## config.mk

```make
export PLATFORM = sky130hd
export DESIGN_NAME = wave_capture
export DESIGN_NICKNAME = d
export VERILOG_FILES = /design/src/rtl/wave_capture.sv
export SDC_FILE = /design/constraint.sdc
export NUM_CORES = 1
export LEC_CHECK = 0
export ABC_CLOCK_PERIOD_IN_PS = 1890
export CAP_MARGIN = 20
export CORE_ASPECT_RATIO = 0.8
export CORE_MARGIN = 10
export CORE_UTILIZATION = 40
export CTS_CLUSTER_DIAMETER = 50
export DETAILED_ROUTE_END_ITERATION = 8
export PLACE_DENSITY = 0.68
export REMOVE_ABC_BUFFERS = 1
export SLEW_MARGIN = 20
export SYNTH_ARGS = -nofsm -noshare
export SYNTH_HDL_FRONTEND = slang
export SYNTH_SLANG_ARGS = --single-unit
```

## constraint.sdc

```tcl
create_clock -name clk -period 1.89 [get_ports clk]
set_input_delay 0.189 -clock clk [delete_from_list [all_inputs] [get_ports clk]]
set_output_delay 0.189 -clock clk [all_outputs]
set_load 0.02 [all_outputs]
```

## src/rtl/wave_capture.sv

```systemverilog
// wave_capture: watches the strobed audio sample stream for a positive-going
// zero crossing, then records a window of 2^ADDR_WIDTH display samples into
// the half of a double-buffered waveform RAM the display is not reading.
// Finished halves are handed to the display once it reports idle.
module wave_capture #(
    parameter int unsigned ADDR_WIDTH = 8
) (
    input  logic                  clk,
    input  logic                  reset,
    input  logic                  new_sample_ready,
    input  logic [15:0]           new_sample_in,
    input  logic                  wave_display_idle,
    output logic [ADDR_WIDTH:0]   write_address,
    output logic                  write_enable,
    output logic [7:0]            write_sample,
    output logic                  read_index
);

    typedef enum logic [1:0] {
        S_ARMED  = 2'd0,
        S_ACTIVE = 2'd1,
        S_WAIT   = 2'd2
    } state_t;

    state_t                  state_q;
    logic [15:0]             prev_q;
    logic [ADDR_WIDTH-1:0]   count_q;
    logic                    read_index_q;
    logic                    write_enable_q;
    logic [ADDR_WIDTH:0]     write_address_q;
    logic [7:0]              write_sample_q;

    logic                    crossing_d;
    logic [7:0]              display_d;
    logic                    last_index_d;

    // Crossing detection, offset-binary conversion and end-of-window flag.
    always_comb begin
        crossing_d   = prev_q[15] & ~new_sample_in[15];
        display_d    = {~new_sample_in[15], new_sample_in[14:8]};
        last_index_d = (count_q == '1);
    end

    // Capture FSM with registered RAM write port and buffer ownership.
    always_ff @(posedge clk) begin
        if (reset) begin
            state_q         <= S_ARMED;
            prev_q          <= '0;
            count_q         <= '0;
            read_index_q    <= 1'b0;
            write_enable_q  <= 1'b0;
            write_address_q <= '0;
            write_sample_q  <= '0;
        end else begin
            write_enable_q <= 1'b0;

            if (new_sample_ready) begin
                prev_q <= new_sample_in;
            end

            unique case (state_q)
                S_ARMED: begin
                    if (new_sample_ready && crossing_d) begin
                        write_enable_q  <= 1'b1;
                        write_address_q <= {~read_index_q, {ADDR_WIDTH{1'b0}}};
                        write_sample_q  <= display_d;
                        count_q         <= {{(ADDR_WIDTH-1){1'b0}}, 1'b1};
                        state_q         <= S_ACTIVE;
                    end
                end
                S_ACTIVE: begin
                    if (new_sample_ready) begin
                        write_enable_q  <= 1'b1;
                        write_address_q <= {~read_index_q, count_q};
                        write_sample_q  <= display_d;
                        count_q         <= count_q + 1'b1;
                        if (last_index_d) begin
                            state_q <= S_WAIT;
                        end
                    end
                end
                S_WAIT: begin
                    // A strobe coinciding with idle only refreshes prev; it is
                    // deliberately not tested for a crossing.
                    if (wave_display_idle) begin
                        read_index_q <= ~read_index_q;
                        state_q      <= S_ARMED;
                    end
                end
                default: begin
                    state_q <= S_ARMED;
                end
            endcase
        end
    end

    assign write_enable  = write_enable_q;
    assign write_address = write_address_q;
    assign write_sample  = write_sample_q;
    assign read_index    = read_index_q;

endmodule

```

Word level (Yosys, flattened, before mapping)

Cells that the tools add are included.
W data, S select, Z words.

Bits in writable memories: 0
Word-level logic and storage cells: 41
Bits in registers: 45
Bits of input ports: 20
Output and inout port bits: 19
ROM bits: 0
Memories: 0
Bits in latches: 0

Equal/unequal tests: 7
Order comparisons: 0
$mul: 0
Mux-type cells: 17
Add/subtract/negate cells: 1
Divide/modulo/power cells: 0
Bitwise operators: 3
Shift operators: 0
Reduce and logical (&&, ||, !) cells: 6

Operators by type and width:

| cell                  | count |
|---|---|
| $mux W8               | 4 |
| $pmux W8 S2           | 2 |
| $mux W9               | 2 |
| $pmux W9 S2           | 1 |
| $add A8 B1 Y8 const B | 1 |
| $eq A8 B8 Y1 const B  | 1 |
| $mux W2               | 4 |
| $ne A2 B2 Y1 const B  | 4 |
| $pmux W2 S3           | 1 |
| $reduce_and A4 Y1     | 1 |
| $reduce_and A3 Y1     | 1 |
| $eq A2 B1 Y1 const B  | 1 |
| $eq A2 B2 Y1 const B  | 1 |
| $logic_not A2 Y1      | 1 |
| $mux W1               | 2 |
| $not A1 Y1            | 2 |
| $pmux W1 S2           | 1 |
| $reduce_and A2 Y1     | 1 |
| $reduce_bool A2 Y1    | 1 |
| $and A1 B1 Y1         | 1 |
| $logic_and A1 B1 Y1   | 1 |

Depth between registers and ports, before layout

Gate-level depths: netlist (run 1).

Depth after elaboration: 5
Mapped depth: 7
Gate-level depth less buffers: 5

Worst setup path before layout (run 1)

Ideal clock, no wire load.

Path type: register to register
Start: reg state_q[1]
End: reg write_address_q[8], in the netlist write_address[8]
Stages on the path, launching flop included: 7
Slack: 0.620 ns
Library setup time: 0.079 ns
Period minus slack after synthesis: 1.270 ns
Data arrival time: 1.191 ns
Buffers on the path: 3
Data required time: 1.811 ns
Path through: dfxtp_1 > and2b_1 > buf_6 > o21a_4 > buf_6 > buf_6 > a211oi_2

Word-level cells in the longest chain between the ends: 3
Elaborated cells on any way between the ends: 7
Those cells by class: 3 x eq/ne; 1 x mux; 3 x reduce/logical

Ends and longest elaborated chain:

| what                                                                       | line | source |
|---|---|---|
| start, declared                                                            | 25   | `state_t state_q;` |
| start signal, assigned                                                     | 47   | `state_q <= S_ARMED;` |
| start signal, assigned                                                     | 68   | `state_q <= S_ACTIVE;` |
| start signal, assigned                                                     | 78   | `state_q <= S_WAIT;` |
| $eq A2 B1 Y1 / $logic_not A2 Y1 (equally long branches)                    | 61   | `unique case (state_q)` |
| $ne A2 B2 Y1 (no source line) / $reduce_bool A2 Y1 (equally long branches) | --   |  |
| $reduce_and A3 Y1 (no source line)                                         | --   |  |
| end signal, assigned                                                       | 65   | `write_address_q <= {~read_index_q, {ADDR_WIDTH{1'b0}}};` |
| end signal, assigned                                                       | 74   | `write_address_q <= {~read_index_q, count_q};` |
| end, declared                                                              | 30   | `logic [ADDR_WIDTH:0] write_address_q;` |

Parallel ways exist; a longest one is shown, timed or not.
A chain may end at the register's enable or synchronous reset.

Worst setup path after layout (run 1)

Start: reg count_q[0]
End: reg state_q[0]

Word-level cells in the longest chain between the ends: 3

Ends and longest elaborated chain:

| what                               | line | source |
|---|---|---|
| start, declared                    | 27   | `logic [ADDR_WIDTH-1:0] count_q;` |
| start signal, assigned             | 67   | `count_q <= {{(ADDR_WIDTH-1){1'b0}}, 1'b1};` |
| start signal, assigned             | 76   | `count_q <= count_q + 1'b1;` |
| $eq A8 B8 Y1                       | 41   | `last_index_d = (count_q == '1);` |
| $ne A2 B2 Y1 (no source line)      | --   |  |
| $reduce_and A4 Y1 (no source line) | --   |  |

No other way between the ends.

==> out/results.ini, run 1 <==
[logic_synthesis]
synth_top_family_by_area = simple AND/OR/NAND/NOR gates
synthTopCellsByArea = dfxtp_1, a21oi_1, nand2_1, nor2_1, nand3_1
synth_top_area_share_pct = 48.9
postSynth.asyncResetShare_pct = 0
synth_mux_area_share_pct = 0.815
synth_compound_area_share_pct = 19.1
yosysTopAreaCell = dfxtp_1
synth_seq_cells = 30
ys.flop_type = dfxtp_1
syn_area_per_cell_um2 = 8.77
synth.yosys.seq_area_share_pct = 48.9
synth_warnings = 0
yosys.area_share.xor_xnor_pct = 2.85
postSynthCellCount = 140
synthAdderAreaFrac_pct = 1.02
synthesis.area_mm2 = 0.00123
ys_types = 35
synth_edf_count = 0
synth-simple-area-share_pct = 21.8

[placement]
port_buffers = 30
place_area_mm2 = 0.00155
place_hpwl_um = 2010
dp_cells = 203
gp_congestion = 0.814

[routing]
avgRoutedWirePerCell_um = 13.3
wirelength_um = 2810
top_layer = met4
via_per_inst = 4.95
firstDrtPassIters = 4
wl_met2_um = 1250
drc = 0
vias = 1044
drtIter0Drc = 36
dr_wl_met3_um = 297
antenna_left = 0
wl_met1_um = 1250

[sta]
setup_tns_ps = 0
slew_viol_final = 0
period_needed_ps = 1550
finalHoldViolCount = 0
fmax_mhz = 646
finalClockSkew_ps = 2.73
finalSetupViolations = 0
fin_crit_sh_pct = 81.9
slew_headroom_pct = 63.9
worst_slew_pin_slew_ps = 541
rsz0062_at_grt = false

[die]
initial_core_util_pct = 43.1
design.portCount = 39
die_x_um = 81.9
row_count = 17
die_y_um = 69.5
core_area_mm2 = 0.00285
dieArea_mm2 = 0.00570

[cells_and_area]
antennaDiodeCount = 0
syn2layout_area_growth_pct = 35.1
fin_cells = 211
fin_nets = 193
layout_common_cells = dfxtp_1, clkdlybuf4s50_1, nand2_1
design_area_mm2 = 0.00166
drive_gt1_share_pct = 9.25

[worst_setup_path]
rrSetupSlack_ps = 340
reg2regPathDepth = 4
endpoint_kind = register
rr_startpoint = count_q[0]
required_ps = 2020
arrival_ps = 1680
cp_max_fo = 5
critPathLaunch = count_q[0]
crit_path_end = state_q[0]
rr_endpoint = state_q[0]
cp-start-kind = register
critical_path_class = register to register

[clocking]
cts_resized = 0
clockRootBuffer = clkbuf_8
cts_hold_buf = 0
cts.clk_slew.worst_paths_ps = 60
clockBufferDepth = 2
clk_latency_ps = 280
clock-sinks = 30
postCtsSetupBuffers = 0
htree_num_levels = 2
cts_tree = built
numCtsBuffers = 5

[global_route]
antenna_found_initial = 0
grt_pass1_vias = 1055
overflow = 0
grt_pass1_wl_um = 4690
grt_max_degree = 25
grt_usage_pct = 10.1

[power]
ir_drop_uv = 785
power_mw = 1.36
p_leak_nw = 0.568
pwr_density_cell_mw_per_mm2 = 823

[run_status]
status = completed

[min_path]
worstHoldPathType = register to register

[flow_run]
cap_violations = 0

where the power goes:
| part | internal, mW | switching, mW |
|---|---|---|
| registers | 0.641 | 0.00750 |
| clock network | 0.387 | 0.231 |
| logic | 0.0490 | 0.0482 |
cells by family (layout without fill, tap and decap cells):
kind of cell | after synthesis | after routing
adder cells (fa/ha/maj) | 1 | 1
multiplexers | 1 | 1
AO/OA/AOI/OAI | 34 | 34
buffers and inverters | 11 | 44
XOR/XNOR | 4 | 4
AND/OR/NAND/NOR | 59 | 59
flip-flops | 30 | 30
worst max-delay path, cell delays in order (launching register included):
cell and delay [ps]:
dfxtp_1 410, ha_1 230, nand2_1 100, nor4_1 450
a2111oi_0 210
layout make-up:
type	instances	area (um^2)
Fill cell	253	1190
Tap cell	38	47.5
Timing Repair Buffer	35	338
Clock buffer	5	68.8
Sequential cell	30	601
Clock inverter	3	40.0
Multi-Input combinational cell	99	559
Inverter	1	3.75
state kept, by name (all words and copies together) (netlist names):
name,flops
count_q,8
prev_q,1
read_index,1
state_q,2
write_address,9
write_enable,1
write_sample,8
per-stage QoR:
| step | setup WS, ps | util (%) | hold WS [ps] |
|---|---|---|---|
| after floorplan | 419 | - | 254 |
| after global placement | 143 | 54.3 | 439 |
| after detailed placement | 125 | 54.3 | 447 |
| after CTS | 361 | 58.2 | 454 |
| after global routing | 200 | 58.2 | 468 |
| final | 342 | 58.2 | 449 |
cell usage after synthesis, types with 2 or more instances:
master / count
a21oi_1: 18
clkbuf_1: 4
a22oi_1: 2
dfxtp_1: 30
xor2_1: 4
nand2_1: 24
and2b_1: 2
o2111ai_1: 2
and2_1: 2
nor2_1: 15
nand3_1: 8
buf_2: 3
o21ai_0: 2
buf_6: 3
per-layer routing:
layer,track usage (%),vias to the layer above
met5,0,-
met4,2.81,0
met3,5.68,2
met2,16.1,29
met1,11.3,470
li1,-,543
worst min path at each step:
| stage | startpoint | end | slack [ps] | cells after the start |
|---|---|---|---|---|
| finish | write_address[4] | write_address[4] | 450 | 2 |
| global route | write_address[4] | write_address[4] | 470 | 2 |
| CTS | write_address[4] | write_address[4] | 450 | 2 |
| detailed placement | write_address[4] | write_address[4] | 450 | 2 |
| global placement | write_address[2] | write_address[2] | 440 | 2 |
| floorplan | reset | write_address[8] | 250 | 1 |
No activity file was read; power rests on OpenSTA's default activity.
==> run 2: changes to the inputs <==
- ABC_CLOCK_PERIOD_IN_PS: 1890 -> 1600
- clock period: 1.89 -> 1.6 ns (I/O delays scaled with it)
==> out/results.ini, run 2 (synthesized netlist as in run 1, its figures left out) <==
[run_status]
status = completed

[sta]
fmax_mhz = 684
rsz0062_at_grt = false
fin_crit_sh_pct = 91.4
finalSetupViolations = 0
slew_viol_final = 0
finalHoldViolCount = 0
slew_headroom_pct = 71.9
worst_slew_pin_slew_ps = 418
setup_tns_ps = 0
period_needed_ps = 1460
finalClockSkew_ps = 3.46

[clocking]
clockBufferDepth = 2
clock-sinks = 30
clk_latency_ps = 280
cts_tree = built
cts_hold_buf = 0
htree_num_levels = 2
clockRootBuffer = clkbuf_8
cts_resized = 0
postCtsSetupBuffers = 0
numCtsBuffers = 5
cts.clk_slew.worst_paths_ps = 60

[routing]
avgRoutedWirePerCell_um = 13.0
antenna_left = 0
drtIter0Drc = 50
vias = 1117
wirelength_um = 2820
drc = 0
firstDrtPassIters = 4
via_per_inst = 5.15

[cells_and_area]
drive_gt1_share_pct = 12.3
fin_nets = 199
largest_reg_flops = 9
antennaDiodeCount = 0
layout_common_cells = dfxtp_1, clkdlybuf4s50_1, nand2_1
syn2layout_area_growth_pct = 38.7

[worst_setup_path]
rr_startpoint = count_q[0]
cp-start-kind = register
critPathLaunch = count_q[0]
endpoint_kind = register
crit_buf_inv = 0
crit_chain = ha_1, nand2_1, nor4_1, a2111oi_0
arrival_ps = 1600
crit_slowest_cell = nor4_1
required_ps = 1740
worst_path_largest_cell_delay_ps = 420
critical_path_class = register to register
path_delay_family = simple AND/OR/NAND/NOR gates
cp_max_fo = 5

[global_route]
overflow = 0
grt_pass1_vias = 1077
antenna_found_initial = 0
grt_max_degree = 25
grt_pass1_wl_um = 4730
grt_usage_pct = 10.2

[die]
die_x_um = 81.9
design.portCount = 39
initial_core_util_pct = 43.1
dieArea_mm2 = 0.00570
core_area_mm2 = 0.00285
die_y_um = 69.5
row_count = 17

[placement]
port_buffers = 30
gp_congestion = 0.781
place_hpwl_um = 2080

[power]
pwr_density_cell_mw_per_mm2 = 950
p_leak_nw = 0.598
ir_drop_uv = 583
power_mw = 1.62

[min_path]
hp-start = new_sample_in[12]
worstHoldPathType = input port to register

[flow_run]
cap_violations = 0

==> run 2: cell types whose count changed in the layout (fill, tap and decap cells not counted), sizes merged <==
| cell | before | now |
|---|---|---|
| buf | 5 | 11 |
==> run 2: layout make-up <==
cell class / instances / area, um^2
clock buffer: 5 / 68.8
clock inverter: 3 / 40.0
inverter: 1 / 3.75
multi-input combinational: 99 / 559
timing repair buffer: 41 / 383
fill: 278 / 1150
tap: 38 / 47.5
sequential: 30 / 601
==> run 2: power breakdown <==
part	total (mW)	internal, mW	switching, mW
sequential	0.764	0.758	0.00668
combinational	0.125	0.0652	0.0603
clock	0.728	0.457	0.271
==> run 2: worst paths after layout <==
| check | end | slack, ps | depth (start not counted) |
|---|---|---|---|
| setup / recovery | state_q[0] | 140 | 4 |
| hold / removal | write_sample[4] | 430 | 3 |
| setup reg to reg | state_q[0] | 140 | 4 |
| hold reg to reg | write_address[3] | 450 | 2 |
==> run 2: routing by layer <==
metal,routed length (um),global-route usage (%)
met2,1280,16.5
met3,220,4.52
met5,0,0
met4,27,3.93
met1,1290,11.4
==> run 2: metrics by stage <==
step                std cells  instance area, um^2  util, %  setup slack, ps  hold slack, ps
floorplan                 130                 1160        -              129             225
global placement          209                 1590     55.9             38.9             438
detailed placement        209                 1590     55.9             9.75             449
CTS                       217                 1700     59.7              152             425
global route              217                 1700     59.7             67.7             434
finish                    217                 1700     59.7              138             429
==> run 2: tightest hold or removal path: stages <==
cell and delay [ps]:
clkdlybuf4s50_1 400, nand2_1 60, a21oi_1 50
